File: config.mk
export PLATFORM = sky130hd
export DESIGN_NAME = multi_alarm_clock
export DESIGN_NICKNAME = d
export VERILOG_FILES = /design/src/rtl/multi_alarm_clock_pkg.sv /design/src/rtl/multi_alarm_clock_digit_entry_shift.sv /design/src/rtl/multi_alarm_clock.sv
export SDC_FILE = /design/constraint.sdc
export NUM_CORES = 1
export LEC_CHECK = 0
export ABC_AREA = 1
export CAP_MARGIN = 20
export CORE_MARGIN = 1.5
export CORE_UTILIZATION = 61
export DETAILED_ROUTE_END_ITERATION = 7
export GPL_TIMING_DRIVEN = 0
export PLACE_DENSITY = 0.87
export SETUP_SLACK_MARGIN = 0.15
export SKIP_LAST_GASP = 1
export SLEW_MARGIN = 40
export SYNTH_ARGS = -nofsm -noshare
export SYNTH_HDL_FRONTEND = slang
export SYNTH_SLANG_ARGS = --single-unit
File: constraint.sdc
create_clock -name clk -period 3.77 [get_ports clk]
set_input_delay 0.754 -clock clk [delete_from_list [all_inputs] [get_ports clk]]
set_output_delay 0.754 -clock clk [all_outputs]
set_load 0.01 [all_outputs]
File: src/rtl/multi_alarm_clock_pkg.sv
// Shared types and constants for multi_alarm_clock and its keypad entry buffer.
// The optional snooze feature is selected by MULTI_ALARM_SNOOZE_EN.
package multi_alarm_clock_pkg;

    localparam logic [3:0]  NOKEY           = 4'd10;
    localparam logic [7:0]  ASCII_ZERO      = 8'h30;
    localparam int unsigned ENTRY_TIMEOUT_S = 10;

    typedef enum logic [1:0] {
        SHOW_TIME,
        ENTRY,
        SHOW_ALARM
    } state_t;

    typedef struct packed {
        logic [3:0] ms_hr;
        logic [3:0] ls_hr;
        logic [3:0] ms_min;
        logic [3:0] ls_min;
    } hhmm_t;

    function automatic hhmm_t to_hhmm(input logic [4:0] hr, input logic [5:0] mn);
        hhmm_t r;
        r.ms_hr  = 4'(hr / 5'd10);
        r.ls_hr  = 4'(hr % 5'd10);
        r.ms_min = 4'(mn / 6'd10);
        r.ls_min = 4'(mn % 6'd10);
        return r;
    endfunction

    function automatic logic [4:0] hhmm_hours(input hhmm_t v);
        return 5'(v.ms_hr) * 5'd10 + 5'(v.ls_hr);
    endfunction

    function automatic logic [5:0] hhmm_minutes(input hhmm_t v);
        return 6'(v.ms_min) * 6'd10 + 6'(v.ls_min);
    endfunction

endpackage

File: src/rtl/multi_alarm_clock_digit_entry_shift.sv
// Keypad edge detection, four-digit left-shifting entry buffer and HH:MM validity flag.
module digit_entry_shift
    import multi_alarm_clock_pkg::*;
(
    input  logic        clk_i,
    input  logic        reset_i,
    input  logic [3:0]  key_i,
    input  logic        enable_i,
    input  logic        fresh_i,
    input  logic        clear_i,
    output logic        accept_o,
    output logic [15:0] entry_o,
    output logic        valid_o
);

    logic [3:0]  key_prev_q;
    logic [15:0] buf_q, buf_d;

    // Only a NOKEY->digit transition counts, so a held key is taken once.
    assign accept_o = (key_prev_q == NOKEY) && (key_i < NOKEY);

    always_comb begin
        buf_d = buf_q;
        if (clear_i) begin
            buf_d = '0;
        end else if (enable_i && accept_o) begin
            buf_d = fresh_i ? {12'h000, key_i} : {buf_q[11:0], key_i};
        end
    end

    always_ff @(posedge clk_i) begin
        if (reset_i) begin
            key_prev_q <= NOKEY;
            buf_q      <= '0;
        end else begin
            key_prev_q <= key_i;
            buf_q      <= buf_d;
        end
    end

    assign entry_o = buf_q;
    assign valid_o = ((buf_q[15:12] < 4'd2) || (buf_q[15:12] == 4'd2 && buf_q[11:8] <= 4'd3))
                     && (buf_q[7:4] <= 4'd5);

endmodule

File: src/rtl/multi_alarm_clock.sv
// 24-hour timekeeper with NUM_ALARMS stored alarms, keypad entry and alarm timeout.
// Define MULTI_ALARM_SNOOZE_EN to build the snooze feature.
module multi_alarm_clock
    import multi_alarm_clock_pkg::*;
#(
    parameter  int unsigned CLK_HZ      = 256,
    parameter  int unsigned NUM_ALARMS  = 4,
    parameter  int unsigned TIMEOUT_MIN = 2,
    parameter  int unsigned SNOOZE_MIN  = 5,
    localparam int unsigned SEL_W       = (NUM_ALARMS > 1) ? $clog2(NUM_ALARMS) : 1
) (
    input  logic             clk,
    input  logic             reset,
    input  logic             alarm_button,
    input  logic             time_button,
    input  logic [3:0]       key,
    input  logic [SEL_W-1:0] alarm_sel,
    input  logic             fast_watch,
    input  logic             stop_alarm,
    input  logic             snooze,
    output logic             sound_alarm,
    output logic [SEL_W-1:0] alarm_id,
    output logic [7:0]       display_ms_hr,
    output logic [7:0]       display_ls_hr,
    output logic [7:0]       display_ms_min,
    output logic [7:0]       display_ls_min
);

    localparam int unsigned PW   = $clog2(CLK_HZ);
    localparam int unsigned EW   = $clog2(ENTRY_TIMEOUT_S * CLK_HZ);
    localparam int unsigned TO_W = (TIMEOUT_MIN > 1) ? $clog2(TIMEOUT_MIN) : 1;

    logic [PW-1:0]   presc_q;
    logic [5:0]      sec_q, min_q, min_nx;
    logic [4:0]      hr_q, hr_nx;
    state_t          state_q, state_d;
    logic [EW-1:0]   ent_cnt_q;
    hhmm_t           alarm_q [NUM_ALARMS];
    logic [NUM_ALARMS-1:0] alarm_en_q;
    logic            sound_q, sound_d;
    logic [SEL_W-1:0] id_q, id_d, hit_id;
    logic [TO_W-1:0] to_cnt_q, to_cnt_d;
    logic [31:0]     disp_q, disp_d;

    logic   sec_tick, min_tick, tick_eff, hit, sel_ok, timeout;
    logic   load_time, store_alarm, buf_clear, accept, entry_valid;
    hhmm_t  entry, now_nx, shown;

    digit_entry_shift u_entry (
        .clk_i    (clk),
        .reset_i  (reset),
        .key_i    (key),
        .enable_i (state_q == SHOW_TIME || state_q == ENTRY),
        .fresh_i  (state_q == SHOW_TIME),
        .clear_i  (buf_clear),
        .accept_o (accept),
        .entry_o  (entry),
        .valid_o  (entry_valid)
    );

    assign sec_tick = (presc_q == PW'(CLK_HZ - 1));
    assign min_tick = fast_watch || (sec_tick && sec_q == 6'd59);
    assign tick_eff = min_tick && !load_time;
    assign min_nx   = (min_q == 6'd59) ? 6'd0 : min_q + 6'd1;
    assign hr_nx    = (min_q != 6'd59) ? hr_q : (hr_q == 5'd23) ? 5'd0 : hr_q + 5'd1;
    assign now_nx   = to_hhmm(hr_nx, min_nx);
    assign sel_ok   = (32'(alarm_sel) < NUM_ALARMS);
    assign timeout  = (ent_cnt_q == EW'(ENTRY_TIMEOUT_S * CLK_HZ - 1));

    always_comb begin
        state_d     = state_q;
        load_time   = 1'b0;
        store_alarm = 1'b0;
        buf_clear   = 1'b0;
        case (state_q)
            SHOW_TIME: begin
                if (accept)            state_d = ENTRY;
                else if (alarm_button) state_d = SHOW_ALARM;
            end
            ENTRY: begin
                if (time_button) begin
                    load_time = entry_valid;
                    state_d   = SHOW_TIME;
                    buf_clear = 1'b1;
                end else if (alarm_button) begin
                    store_alarm = entry_valid && sel_ok;
                    state_d     = SHOW_TIME;
                    buf_clear   = 1'b1;
                end else if (timeout) begin
                    state_d   = SHOW_TIME;
                    buf_clear = 1'b1;
                end
            end
            SHOW_ALARM: if (!alarm_button) state_d = SHOW_TIME;
            default:    state_d = SHOW_TIME;
        endcase
    end

    always_comb begin
        hit    = 1'b0;
        hit_id = '0;
        for (int unsigned i = 0; i < NUM_ALARMS; i++) begin
            if (!hit && alarm_en_q[i] && alarm_q[i] == now_nx) begin
                hit    = 1'b1;
                hit_id = SEL_W'(i);
            end
        end
    end

`ifdef MULTI_ALARM_SNOOZE_EN
    logic        pend_q, pend_d;
    logic [10:0] tgt_q, tgt_d, now_total, nx_total, snz_sum;
    assign now_total = 11'(hr_q) * 11'd60 + 11'(min_q);
    assign nx_total  = 11'(hr_nx) * 11'd60 + 11'(min_nx);
    assign snz_sum   = now_total + 11'(SNOOZE_MIN);
`else
    logic snooze_unused;
    assign snooze_unused = snooze;
`endif

    // Priority: stop, then snooze/snooze re-sound, then fresh trigger, then timeout.
    always_comb begin
        sound_d  = sound_q;
        id_d     = id_q;
        to_cnt_d = to_cnt_q;
`ifdef MULTI_ALARM_SNOOZE_EN
        pend_d = pend_q;
        tgt_d  = tgt_q;
`endif
        if (stop_alarm) begin
            sound_d = 1'b0;
`ifdef MULTI_ALARM_SNOOZE_EN
            pend_d = 1'b0;
        end else if (sound_q && snooze) begin
            sound_d = 1'b0;
            pend_d  = 1'b1;
            tgt_d   = (snz_sum >= 11'd1440) ? snz_sum - 11'd1440 : snz_sum;
        end else if (!sound_q && pend_q && tick_eff && nx_total == tgt_q) begin
            sound_d  = 1'b1;
            pend_d   = 1'b0;
            to_cnt_d = '0;
`endif
        end else if (!sound_q && tick_eff && hit) begin
            sound_d  = 1'b1;
            id_d     = hit_id;
            to_cnt_d = '0;
        end else if (sound_q && tick_eff) begin
            if (to_cnt_q == TO_W'(TIMEOUT_MIN - 1)) sound_d  = 1'b0;
            else                                    to_cnt_d = to_cnt_q + 1'b1;
        end
    end

    always_comb begin
        case (state_q)
            ENTRY:      shown = entry;
            SHOW_ALARM: shown = (sel_ok && alarm_en_q[alarm_sel]) ? alarm_q[alarm_sel] : '0;
            default:    shown = to_hhmm(hr_q, min_q);
        endcase
        disp_d = {ASCII_ZERO + {4'h0, shown.ms_hr},  ASCII_ZERO + {4'h0, shown.ls_hr},
                  ASCII_ZERO + {4'h0, shown.ms_min}, ASCII_ZERO + {4'h0, shown.ls_min}};
    end

    always_ff @(posedge clk) begin
        if (reset) begin
            presc_q    <= '0;
            sec_q      <= '0;
            min_q      <= '0;
            hr_q       <= '0;
            state_q    <= SHOW_TIME;
            ent_cnt_q  <= '0;
            alarm_q    <= '{default: '0};
            alarm_en_q <= '0;
            sound_q    <= 1'b0;
            id_q       <= '0;
            to_cnt_q   <= '0;
            disp_q     <= {4{ASCII_ZERO}};
`ifdef MULTI_ALARM_SNOOZE_EN
            pend_q     <= 1'b0;
            tgt_q      <= '0;
`endif
        end else begin
            if (load_time) begin
                hr_q    <= hhmm_hours(entry);
                min_q   <= hhmm_minutes(entry);
                sec_q   <= '0;
                presc_q <= '0;
            end else begin
                if (fast_watch) begin
                    presc_q <= '0;
                    sec_q   <= '0;
                end else begin
                    presc_q <= sec_tick ? '0 : presc_q + 1'b1;
                    if (sec_tick) sec_q <= (sec_q == 6'd59) ? 6'd0 : sec_q + 6'd1;
                end
                if (min_tick) begin
                    min_q <= min_nx;
                    hr_q  <= hr_nx;
                end
            end
            if (store_alarm) begin
                alarm_q[alarm_sel]    <= entry;
                alarm_en_q[alarm_sel] <= 1'b1;
            end
            ent_cnt_q <= (state_q != ENTRY || accept) ? '0 : ent_cnt_q + 1'b1;
            state_q   <= state_d;
            sound_q   <= sound_d;
            id_q      <= id_d;
            to_cnt_q  <= to_cnt_d;
            disp_q    <= disp_d;
`ifdef MULTI_ALARM_SNOOZE_EN
            pend_q    <= pend_d;
            tgt_q     <= tgt_d;
`endif
        end
    end

    assign sound_alarm    = sound_q;
    assign alarm_id       = id_q;
    assign display_ms_hr  = disp_q[31:24];
    assign display_ls_hr  = disp_q[23:16];
    assign display_ms_min = disp_q[15:8];
    assign display_ls_min = disp_q[7:0];

endmodule

=== Yosys cells after proc, flatten, opt, wreduce, memory -nomap -nowiden ===
Cells that the tools add are included.

* Reduce and logical (&&, ||, !) cells: 40
* Add/sub/neg operators: 12
* Multiply operators: 2
* Eq/ne operators: 18
* $lt $le $gt $ge: 8
* Div/mod/pow operators: 8
* Multiplexer cells: 50
* Bitwise gates (word level): 3

{| class="wikitable"
|+ Operators by type and width
! kind !! count
|-
| 16-bit 2-to-1 mux || 5
|-
| 64-bit bitwise mux || 1
|-
| 16-bit == test || 4
|-
| 16-bit binary-select mux with 2-bit select || 1
|-
| 16-bit demux with 2-bit select || 1
|-
| 16-bit one-hot mux with 2 select lines || 1
|-
| 6-bit by 4-bit adder with 7-bit output (first input constant) || 4
|-
| 6-bit 2-to-1 mux || 4
|-
| 1-bit 2-to-1 mux || 22
|-
| 5-bit 2-to-1 mux || 4
|-
| 1-bit logical AND || 18
|-
| 2-bit 2-to-1 mux || 8
|-
| 12-bit by 1-bit adder with 12-bit output (second input constant) || 1
|-
| 6-bit by 1-bit adder with 6-bit output (second input constant) || 2
|-
| 6-bit by 4-bit divider with 6-bit output (second input constant) || 2
|-
| 12-bit == test (second input constant) || 1
|-
| 6-bit == test (second input constant) || 2
|-
| 6-bit by 4-bit modulo with 6-bit output (second input constant) || 2
|-
| 5-bit by 4-bit divider with 5-bit output (second input constant) || 2
|-
| 5-bit by 4-bit modulo with 5-bit output (second input constant) || 2
|-
| 8-bit by 1-bit adder with 8-bit output (second input constant) || 1
|-
| 8-bit == test (second input constant) || 1
|-
| 6-bit by 4-bit adder with 6-bit output || 1
|-
| 6-bit != test (second input constant) || 1
|-
| other kinds (37) || 50
|}

* Input bits: 13
* Output and inout port bits: 35
* Register bits: 163

=== Logic depth before layout (Yosys ltp) ===
Gate-level depths: netlist of the first run.

* Depth after elaboration: 22
* Gate-level depth with buffers: 31
* Depth with buffers taken out: 30

=== Hierarchy ===
Synthesis of the first run repeated with hierarchy kept, for this count alone.

* Cells, all modules: 1317
* Area, all modules: 8752.1 µm²

{| class="wikitable"
|+ By module, submodules not included
! module !! times used !! area an instance (µm²) !! cells an instance
|-
| multi_alarm_clock || 1 || 7738.7 || 1159
|-
| digit_entry_shift || 1 || 1013.5 || 158
|}

=== Worst setup path after synthesis of the first run ===
Ideal clock, no wire load.

* Path kind: register to register
* From: register min_q[1]
* To: register id_q[0], in the netlist alarm_id[0]
* Data required time: 3.657 ns
* Path slack: 0.334 ns
* Cell stages (with the launch flop): 29
* Arrival: 3.323 ns
* Path buffers: 0
* Setup time: 0.113 ns
* Cells stage by stage: dfxtp_1 > ha_1 > nand3_2 > nor2_4 > nand2_1 > nand2_1 > nand2_2 > ha_1 > inv_1 > nand2_4 > nand2_4 > nand2_1 > nand2_1 > inv_1 > ha_1 > a21oi_1 > nand3_2 > nand2_4 > nand2_4 > nand2_2 > nand2_2 > nand2_1 > nand3_1 > nor3_1 > nand4_1 > nand4_2 > nand3_2 > nor2_1 > nor2_1

* Cells in the longest elaborated chain, start to end: 20

{| class="wikitable"
|+ RTL lines
! item !! RTL line !! source
|-
| start, declared || multi_alarm_clock.sv:34 || <nowiki>logic [5:0] sec_q, min_q, min_nx;</nowiki>
|-
| start signal, assigned || multi_alarm_clock.sv:184 || <nowiki>min_q <= hhmm_minutes(entry);</nowiki>
|-
| start signal, assigned || multi_alarm_clock.sv:196 || <nowiki>min_q <= min_nx;</nowiki>
|-
| 6-bit by 1-bit adder with 6-bit output, or another cell as far along || multi_alarm_clock.sv:64 || <nowiki>assign min_nx = (min_q == 6'd59) ? 6'd0 : min_q + 6'd1;</nowiki>
|-
| 6-bit 2-to-1 mux / 5-bit 2-to-1 mux (equally long branches) || multi_alarm_clock.sv:64, multi_alarm_clock.sv:65 ||
|-
| 6-bit by 4-bit modulo with 6-bit output, or another cell as far along || multi_alarm_clock_pkg.sv:27 || <nowiki>r.ls_min = 4'(mn % 6'd10);</nowiki>
|-
| 16-bit == test || multi_alarm_clock.sv:103 || <nowiki>if (!hit && alarm_en_q[i] && alarm_q[i] == now_nx) begin</nowiki>
|-
| 1-bit logical AND || multi_alarm_clock.sv:103 ||
|-
| 1-bit 2-to-1 mux || multi_alarm_clock.sv:103 ||
|-
| 1-bit zero test || multi_alarm_clock.sv:103 ||
|-
| 1-bit logical AND (2 in series) || multi_alarm_clock.sv:103 ||
|-
| 1-bit 2-to-1 mux || multi_alarm_clock.sv:103 ||
|-
| 1-bit zero test || multi_alarm_clock.sv:103 ||
|-
| 1-bit logical AND (2 in series) || multi_alarm_clock.sv:103 ||
|-
| 1-bit 2-to-1 mux || multi_alarm_clock.sv:103 ||
|-
| 1-bit zero test || multi_alarm_clock.sv:103 ||
|-
| 1-bit logical AND (2 in series) || multi_alarm_clock.sv:103 ||
|-
| 1-bit 2-to-1 mux || multi_alarm_clock.sv:103 ||
|-
| 1-bit logical AND || multi_alarm_clock.sv:143 || <nowiki>end else if (!sound_q && tick_eff && hit) begin</nowiki>
|-
| 2-bit AND reduction (no source line) || n/a ||
|-
| end signal, assigned || multi_alarm_clock.sv:207 || <nowiki>id_q <= id_d;</nowiki>
|-
| end, declared || multi_alarm_clock.sv:41 || <nowiki>logic [SEL_W-1:0] id_q, id_d, hit_id;</nowiki>
|}

Parallel ways exist; a longest one is shown, timed or not.
A chain may end at the register's enable or synchronous reset.

=== Worst setup path in the final report of the first run ===
* From: register hr_q[2]
* To: register id_q[0], in the netlist alarm_id[0]

* Cells in the longest elaborated chain, start to end: 21

{| class="wikitable"
|+ RTL lines
! item !! RTL line !! source
|-
| start, declared || multi_alarm_clock.sv:35 || <nowiki>logic [4:0] hr_q, hr_nx;</nowiki>
|-
| start signal, assigned || multi_alarm_clock.sv:183 || <nowiki>hr_q <= hhmm_hours(entry);</nowiki>
|-
| start signal, assigned || multi_alarm_clock.sv:197 || <nowiki>hr_q <= hr_nx;</nowiki>
|-
| 5-bit by 1-bit adder with 5-bit output / 5-bit == test (equally long branches) || multi_alarm_clock.sv:65 || <nowiki>assign hr_nx = (min_q != 6'd59) ? hr_q : (hr_q == 5'd23) ? 5'd0 : hr_q + 5'd1;</nowiki>
|-
| 5-bit 2-to-1 mux || multi_alarm_clock.sv:65 ||
|-
| 5-bit 2-to-1 mux (*) || multi_alarm_clock.sv:65 ||
|-
| 5-bit by 4-bit modulo with 5-bit output / 5-bit by 4-bit divider with 5-bit output (equally long branches) || multi_alarm_clock_pkg.sv:25, multi_alarm_clock_pkg.sv:24 ||
|-
| 16-bit == test || multi_alarm_clock.sv:103 ||
|-
| 1-bit logical AND || multi_alarm_clock.sv:103 ||
|-
| 1-bit 2-to-1 mux || multi_alarm_clock.sv:103 ||
|-
| 1-bit zero test || multi_alarm_clock.sv:103 ||
|-
| [3 not listed] || n/a ||
|-
| 1-bit zero test || multi_alarm_clock.sv:103 ||
|-
| 1-bit logical AND (2 in series) || multi_alarm_clock.sv:103 ||
|-
| 1-bit 2-to-1 mux || multi_alarm_clock.sv:103 ||
|-
| 1-bit zero test || multi_alarm_clock.sv:103 ||
|-
| 1-bit logical AND (2 in series) || multi_alarm_clock.sv:103 ||
|-
| 1-bit 2-to-1 mux || multi_alarm_clock.sv:103 ||
|-
| 1-bit logical AND || multi_alarm_clock.sv:143 ||
|-
| 2-bit AND reduction (no source line) || n/a ||
|}

Mark *: on every way between the ends. The rest lies on a longest branch, timed or not.

==> impl.org, run 1 <==
** Status
- Status :: complete, but fails checks
- Failing checks :: design-rule violations

** STA
- Endpoints failing hold :: 0
- Setup violations remaining at the end of the flow were counted as 0.
- Across all hold checks on the routed design, the worst slack comes to around 0.46 ns.
- Achievable Freq :: around 270 MHz
- Unrepaired setup endpoints after global routing :: yes
- Period Utilization, post-route :: 98.00%
- At the pin with the least slew margin, the transition time is approximately 0.84 ns.
- In this run the tightest slew margin relative to its limit is between 40% and 50%.
- After layout, the minimum clock period comes to ~3.7 ns.
- Across the routed clock network, the largest skew measured is around 0.008 ns.
- In the final timing run, aggregate negative setup slack is 0 ns.
- The final number of max-transition violations is 0.

** Clock network
- In this run the deepest clock path goes through 2 buffers.
- Insertion delay to the later sink of the worst-skew pair :: about 0.44 ns
- Htree depth :: 4
- CTS Buf Count :: 17
- Clock-pin slew was measured on the worst setup and hold paths at 0.06 ns.
- TritonCTS built the clock tree.
- Hold-fix buffers at CTS :: 0
- Root Driver :: clkbuf_16
- The clock net in this run drives a total of about 150 sinks.

** Synthesis
- Yosys mapped a number of flops with a built-in enable equal to 0.
- Fraction of the mapped netlist area in simple logic gates :: about 29%
- In the post-synthesis netlist, the biggest area contributors are dfxtp_1 35%, nand2_1 10%, inv_1 7.7%.
- Mapped Cells :: 1222
- Synthesis inferred roughly 150 register bits.
- For this run, the number of Yosys warnings is 0.
- Of the post-synthesis cell area, the part taken by muxes is 0%.
- After Yosys synthesis, full adders, half adders and majority gates account for 5.024% of the synthesized area.
- Unique masters post-synth :: 53
- Top_reg_cell synth :: dfxtp_1
- Post-synth ARST share :: 0%
- Post-synthesis instance area :: around 8500 um2
- Share of the synthesized netlist area taken by xor and xnor gates :: under 10%
- Compound-Gate Fraction of Synth Area :: 17.85%
- The top cell type by area accounts for between 30% and 40% of the synthesized area.
- Cell taking the most area after synthesis :: dfxtp_1
- A synthesized cell averages between 6 and 7 um2.
- Share of synthesized area occupied by flip-flops and latches :: between 30 and 40%
- After synthesis, the largest family of logic cells by area is simple AND/OR/NAND/NOR gates.

** Floorplan
- In this run the vertical extent of the chip is 121.2 um.
- I/O pins :: 48
- For this configuration, the core starts out at a cell density of between 60% and 70%.
- The die covers about 15000 um2.
- After floorplanning, the core was sized to cover around 13000 um2.
- The floorplan has 42 rows.
- DIE WIDTH :: 121.2 um

** Layout
- Leaving out fill and tap cells, the most frequent cell in the layout is nand2_1.
- Post-layout instance area :: 10140 um2
- Share of cells above drive strength 1 :: between 10% and 20%
- Once layout is complete, the utilization of the core stands at between 70% and 80%.
- Post-synthesis to final-layout area growth :: 19.04%
- Number of diodes :: 0
- Most frequent cells in the layout :: 227 x nand2_1, 171 x inv_1, 140 x dfxtp_1, 102 x a21oi_1, 90 x o21ai_0
- Filler instances :: between 1000 and 1500
- Post-route non-filler standard cell count :: between 1500 and 2000
- Number of nets at the end of the flow :: 1363

** Power
- IR analysis of the VDD net gives a maximum drop of between 0.4 and 0.5 mV.
- For this design the static power due to leakage is roughly 4.2 nW.
- Power density over the cells :: 413.7 nW/um2

** Setup path
- Crit path max-delay family :: simple AND/OR/NAND/NOR gates
- The slowest stage of the critical path is the dfxtp_1 cell.
- Kind of critical path :: reg -> reg
- Worst stage delay on the critical path :: between 0.3 and 0.4 ns
- Of all nets on the critical path, the largest fanout is 8.
- Cell seen most often among critical-path stages :: nand2_4
- Buffering stage count on the worst path with inverters included :: 4
- Required time of the worst setup path :: roughly 4.2 ns
- STA classifies the critical path endpoint as a register.
- Data on the critical path arrives at its endpoint at roughly 4.1 ns.
- Worst setup SP type :: register

** Global route
- Largest net degree at the start of global routing :: 17
- Grt total ovfl :: 0
- The first global-routing pass estimated between 40 and 50 mm of wire.
- In the global route stage, overall resource usage came out at between 30 and 40%.
- The number of global-route vias before repair was 8271.
- The number of antenna violations at the first check in global routing came to 0.

** Routing
- In this run the remaining antenna-violating nets after routing total 0.
- After detailed routing, the average wire length per cell comes to about 18 um.
- Final wirelength :: 26.64 mm
- In the routed layout, each cell is associated on average with a via count of 6.078.
- Drc violations :: 12
- Number of DRC markers in iteration 0 :: about 1300
- Number of search-and-repair iterations in the first detailed-routing pass :: 8
- Via count :: between 9000 and 10000

** Placed design
- Routability-driven placement finished with a final weighted congestion of 1.027.
- The number of placed instances, taps included, is roughly 1400.
- Placed wire-length estimate after detailed placement :: between 15 and 20 mm
- The placed instances occupy a cell area of roughly 9000 um2.
- # port buffers :: 29

** Min path
- Class of the tightest hold or removal check :: reg -> reg

** Run
- The tool flagged a number of max-cap violations equal to 0.
layout make-up:
class                      instances  area (um2)  share of cell area [%]
multi-input combinational        850        4818                   47.53
sequential                       147        2959                   29.19
inverter                         185       705.7                   6.960
timing repair buffer              62       549.3                   5.418
clock buffer                      21       480.5                   4.739
buffer                            54       282.8                   2.789
tap                              176       220.2                   2.172
clock inverter                    11       122.6                   1.209
metal layers:
metal,global-route usage [%],wire (um)
met5,0,0
met4,19.63,1665
met3,10.01,3237
met2,56.78,11410
met1,47.33,10330
state kept, by name (all words and copies together) (netlist names), 4 cells and up:
register / count
u_entry.entry_o: 16
alarm_en_q: 4
presc_q: 8
alarm_q: 64
hr_q: 5
u_entry.key_prev_q: 4
sec_q: 6
min_q: 6
disp_q: 16
ent_cnt_q: 12
cell usage after synthesis (3+ instances only):
cell      number
a31oi_1        8
nand3_2       13
a21oi_1      103
or2_2          7
inv_1        174
nand3_1       88
ha_1          31
buf_1          3
o22ai_1       27
nand2_1      233
xor2_1        17
o221ai_1       4
o21ai_1        6
nor2_1        84
nand4_1       21
nor3_1        20
buf_4         16
a221oi_1      11
dfxtp_1      147
nand2_2       18
clkbuf_1      31
nor3b_1        5
o21ai_0       90
nand2_4       10
nand3_4        3
o21a_1         4
inv_2          9
timing repair:
item | 4_1_cts | 5_1_grt
endpoints found under the hold margin | 0 | 0
endpoints found under the setup margin | 5 | 4
gates resized for setup | 15 | 37
setup buffers | 18 | 15
pin swaps | 8 | 26
power breakdown:
| group | total (mW) | switching [mW] | internal [mW] | leakage, nW |
|---|---|---|---|---|
| registers | 1.66 | 0.0401 | 1.61 | 1.19 |
| logic | 0.797 | 0.548 | 0.249 | 2.70 |
| clock network | 1.74 | 0.699 | 1.04 | 0.288 |
stage by stage:
stage	setup slack (ns)	power (mW)
global placement	-0.3246	2.387
floorplan	0.3341	2.156
detailed placement	-0.3751	2.401
global route	-0.08063	4.315
finish	0.07552	4.195
CTS	0.1497	4.127
cells by family (layout without fill, tap and decap cells):
| group | after synthesis | after routing |
|---|---|---|
| AOI/OAI and AO/OA | 269 | 269 |
| xor gates and xnor gates | 19 | 19 |
| adders and majority gates | 33 | 33 |
| buffers and inverters | 239 | 333 |
| DFF | 147 | 147 |
| other | 2 | 16 |
| and+or+nand+nor | 513 | 513 |
path summary, 6_finish.rpt:
path                   start  cells after the start  slack, ns     endpoint
setup / recovery     hr_q[2]                     29       0.08  alarm_id[0]
hold / removal    presc_q[0]                      1       0.46   presc_q[0]
setup reg to reg     hr_q[2]                     29       0.08  alarm_id[0]
hold reg to reg   presc_q[0]                      1       0.46   presc_q[0]
(Power assumes the default switching activity.)
==> run 2: changes to the inputs <==
Settings changed: CORE_MARGIN 1.5 to unset.
==> run 2 against run 1 <==
  * The run now ends clean
  * Core utilization grew 0.10 points
  * Cell area grew 0.14%
  * Setup slack gained 0.062 ns
  * Worst hold slack lost 0.011 ns
  * Power shrank 0.74%
  * Critical path type unchanged
==> impl.org, run 2 (synthesized netlist as in run 1, its figures left out) <==
** Floorplan
- I/O pins :: 48
- The floorplan step defined a die boundary enclosing ~14000 um2.
- Once the floorplan was initialized, standard cells occupied ~63% of the core.
- Measured along the x axis, the die boundary spans roughly 120 um.
- After floorplanning, the core was divided into 42 placement rows.
- Core Area :: roughly 13000 um2
- In this run the vertical extent of the chip is around 120 um.

** Setup path
- For the worst setup path, the data required time is between 4 and 5 ns.
- Master of the slowest instance on the critical path :: dfxtp_1
- Across all register-to-register paths, the minimum setup slack is roughly 0.14 ns.
- Nature of the critical path endpoint :: register
- Startpoint of the worst register-to-register path :: hr_q[4]
- The cell family contributing the most delay on the critical path is simple AND/OR/NAND/NOR gates.
- The setup path with the least slack is of type reg -> reg.
- Cell seen most often among critical-path stages :: nand2_4
- Buffering stage count on the worst path with inverters included :: 5
- Worst Reg2Reg Path Length in Cells :: 28
- In this run the critical register-to-register path is captured at alarm_id[1].
- Data on the critical path arrives at its endpoint at 3.98 ns.
- The worst setup path is launched from a register.
- Worst-path maximum fanout :: 7
- Worst stage delay on the critical path :: 0.48 ns

** STA
- Number of failing setup endpoints in the final timing report :: 0
- Unrepaired setup endpoints after global routing :: yes
- Achievable Freq :: between 200 and 300 MHz
- Clock skew :: 0.008981 ns
- Min Clock Period, post-route :: 3.632 ns
- The hold violation total from the final report was 0.
- Total Neg Setup Slack :: 0 ns
- At the pin with the least slew margin, the transition time is slightly below 0.8 ns.
- Pins Over Slew Limit :: 0
- Final hold slack :: roughly 0.45 ns
- Period Utilization, post-route :: between 90% and 100%
- Measured against its own limit, the worst slew margin works out to between 40% and 50%.

** Power
- Sequential share of power :: 39.7%
- In this run the power density over the cells is between 400 and 500 nW/um2.
- Combinational logic is responsible for a little under a fifth of the overall power.
- Internal power comes to ~2.9 mW.
- Clock power frac :: between 40% and 50%
- Static Leak :: roughly 4.2 nW
- Net load switching power :: between 1 and 1.5 mW
- Switching share of total power :: 31.08%
- The worst-case IR drop observed on VDD is around 0.34 mV.

** Layout
- Leaving out fill and tap cells, the most frequent cells in the layout are 225 x nand2_1, 171 x inv_1, 142 x dfxtp_1, 102 x a21oi_1, 90 x o21ai_0.
- For this run, the number of standard cells in the final layout without fillers is roughly 1500.
- The repair_antennas step left the layout with diodes totalling 0.
- Of the cells placed in the final design, the portion with a size suffix greater than 1 is ~14%.
- Flip-flop count of the largest register, all copies and words added :: 64
- After routing the design area is 10150 um2.
- The register with the most flip-flops in the final layout is alarm_q.
- Leading cell type in the layout, fill and taps excluded :: nand2_1
- Post-synthesis to final-layout area growth :: 19.20%
- Number of nets at the end of the flow :: ~1400
- Cells fill 75.47% of the core in the end.

** Run
- Number of violations of the max-capacitance limit :: 0

** Routing
- Summed over all layers, the routed wires come to roughly 27 mm.
- After detailed routing, the number of remaining DRC violations is 0.
- The first detailed-routing pass took 8 iterations.
- For this block, the via count after detailed routing is between 9000 and 10000.
- After the first detailed-routing iteration, the DRC count stood at 1524.
- In the final routed layout, each cell accounts on average for 18.25 um.
- In this run the remaining antenna-violating nets after routing total 0.
- Using the TritonRoute via totals, the vias-per-cell ratio works out to about 6.1.

** Clock network
- Hold-fix buffers at CTS :: 0
- Number of buffers between clock root and the deepest sink :: 2
- CTS Buf Count :: 17
- Htree depth :: 4
- Post-CTS clock slew at the launch and capture registers of the worst setup and hold paths :: ~0.060 ns
- TritonCTS built the clock tree.
- Insertion delay to the later sink of the worst-skew pair :: about 0.44 ns
- The cell sitting at the root of the clock tree is a clkbuf_16.
- Number of clock sinks :: 147

** Placed design
- Detailed placement finished with a half-perimeter wire length of 18.22 mm.
- Post-Place Cell Area :: ~9100 um2
- Routability-driven placement finished with a final weighted congestion of approximately 1.
- The count of buffers added on input and output ports is 29.
- Including well taps, the total number of placed cells is ~1400.

** Global route
- Antenna violations before repair :: 0
- Entering global routing, the biggest net connects 17 pins.
- Global routing used 37.85% of the available tracks.
- The first global-routing pass estimated around 42 mm of wire.
- Via count of the first global-routing pass :: between 8000 and 9000
- Grt total ovfl :: 0

** Min path
- Startpoint of the worst hold path :: presc_q[0]
- Along the worst hold path, the cell count comes to 1.
- The path with the worst hold slack has its endpoint at presc_q[0].
- Class of the tightest hold or removal check :: reg -> reg

** Status
- Status :: finished clean
==> run 2: changes by cell type in the layout (fill, tap and decap cells not counted), sizes merged <==
cell and change:
nand2 +1, inv -1, buf -2, clkinvlp +2
clkbuf -3
==> run 2: timing repair <==
action | CTS | global route
gates resized for setup | 17 | 41
pin swaps | 9 | 29
buffers inserted | 11 | 19
cloned | 1 | 0
hold endpoints to repair | 0 | 0
setup endpoints to repair | 4 | 4
==> run 2: metal layers <==
metal / part of all wire (%) / track usage (%)
met1: 37 / 47.77
met2: 43 / 57.72
met3: 14 / 11.26
met4: 6.5 / 20.39
met5: 0 / 0
==> run 2: how the worst max path moves through the flow <==
stage             start     endpoint  slack [ns]  depth (start not counted)
5_1_grt         hr_q[2]  alarm_id[0]       -0.04                         27
4_1_cts         hr_q[1]  alarm_id[1]        0.16                         26
3_5_place_dp   min_q[1]  alarm_id[0]       -0.40                         28
6_report        hr_q[4]  alarm_id[1]        0.14                         28
2_1_floorplan  min_q[1]  alarm_id[0]        0.33                         28
3_3_place_gp   min_q[1]  alarm_id[0]       -0.39                         28
==> run 2: power by group through the flow <==
stage	logic (mW)	registers (mW)	clock network (mW)
after global routing	0.851	1.66	1.76
after detailed placement	0.711	1.69	0
after global placement	0.696	1.68	0
after floorplan	0.464	1.69	0
after CTS	0.734	1.65	1.69
final	0.800	1.66	1.71
==> run 2: metrics by stage <==
step | setup WS (ns) | power [mW]
finish | 0.1377 | 4.164
global route | -0.04457 | 4.271
CTS | 0.1561 | 4.079
detailed placement | -0.4027 | 2.399
global placement | -0.3895 | 2.380
floorplan | 0.3341 | 2.156
==> run 2: cell type report <==
| type | count | area (um2) |
|---|---|---|
| plain buffers | 54 | 280.3 |
| clock buffers | 19 | 452.9 |
| well taps | 176 | 220.2 |
| clock inverters | 12 | 132.6 |
| repair buffers | 59 | 526.8 |
| multi-input cells | 851 | 4877 |
| inverters | 185 | 705.7 |
| fillers | 997 | 3301 |
| flip-flops and latches | 147 | 2957 |
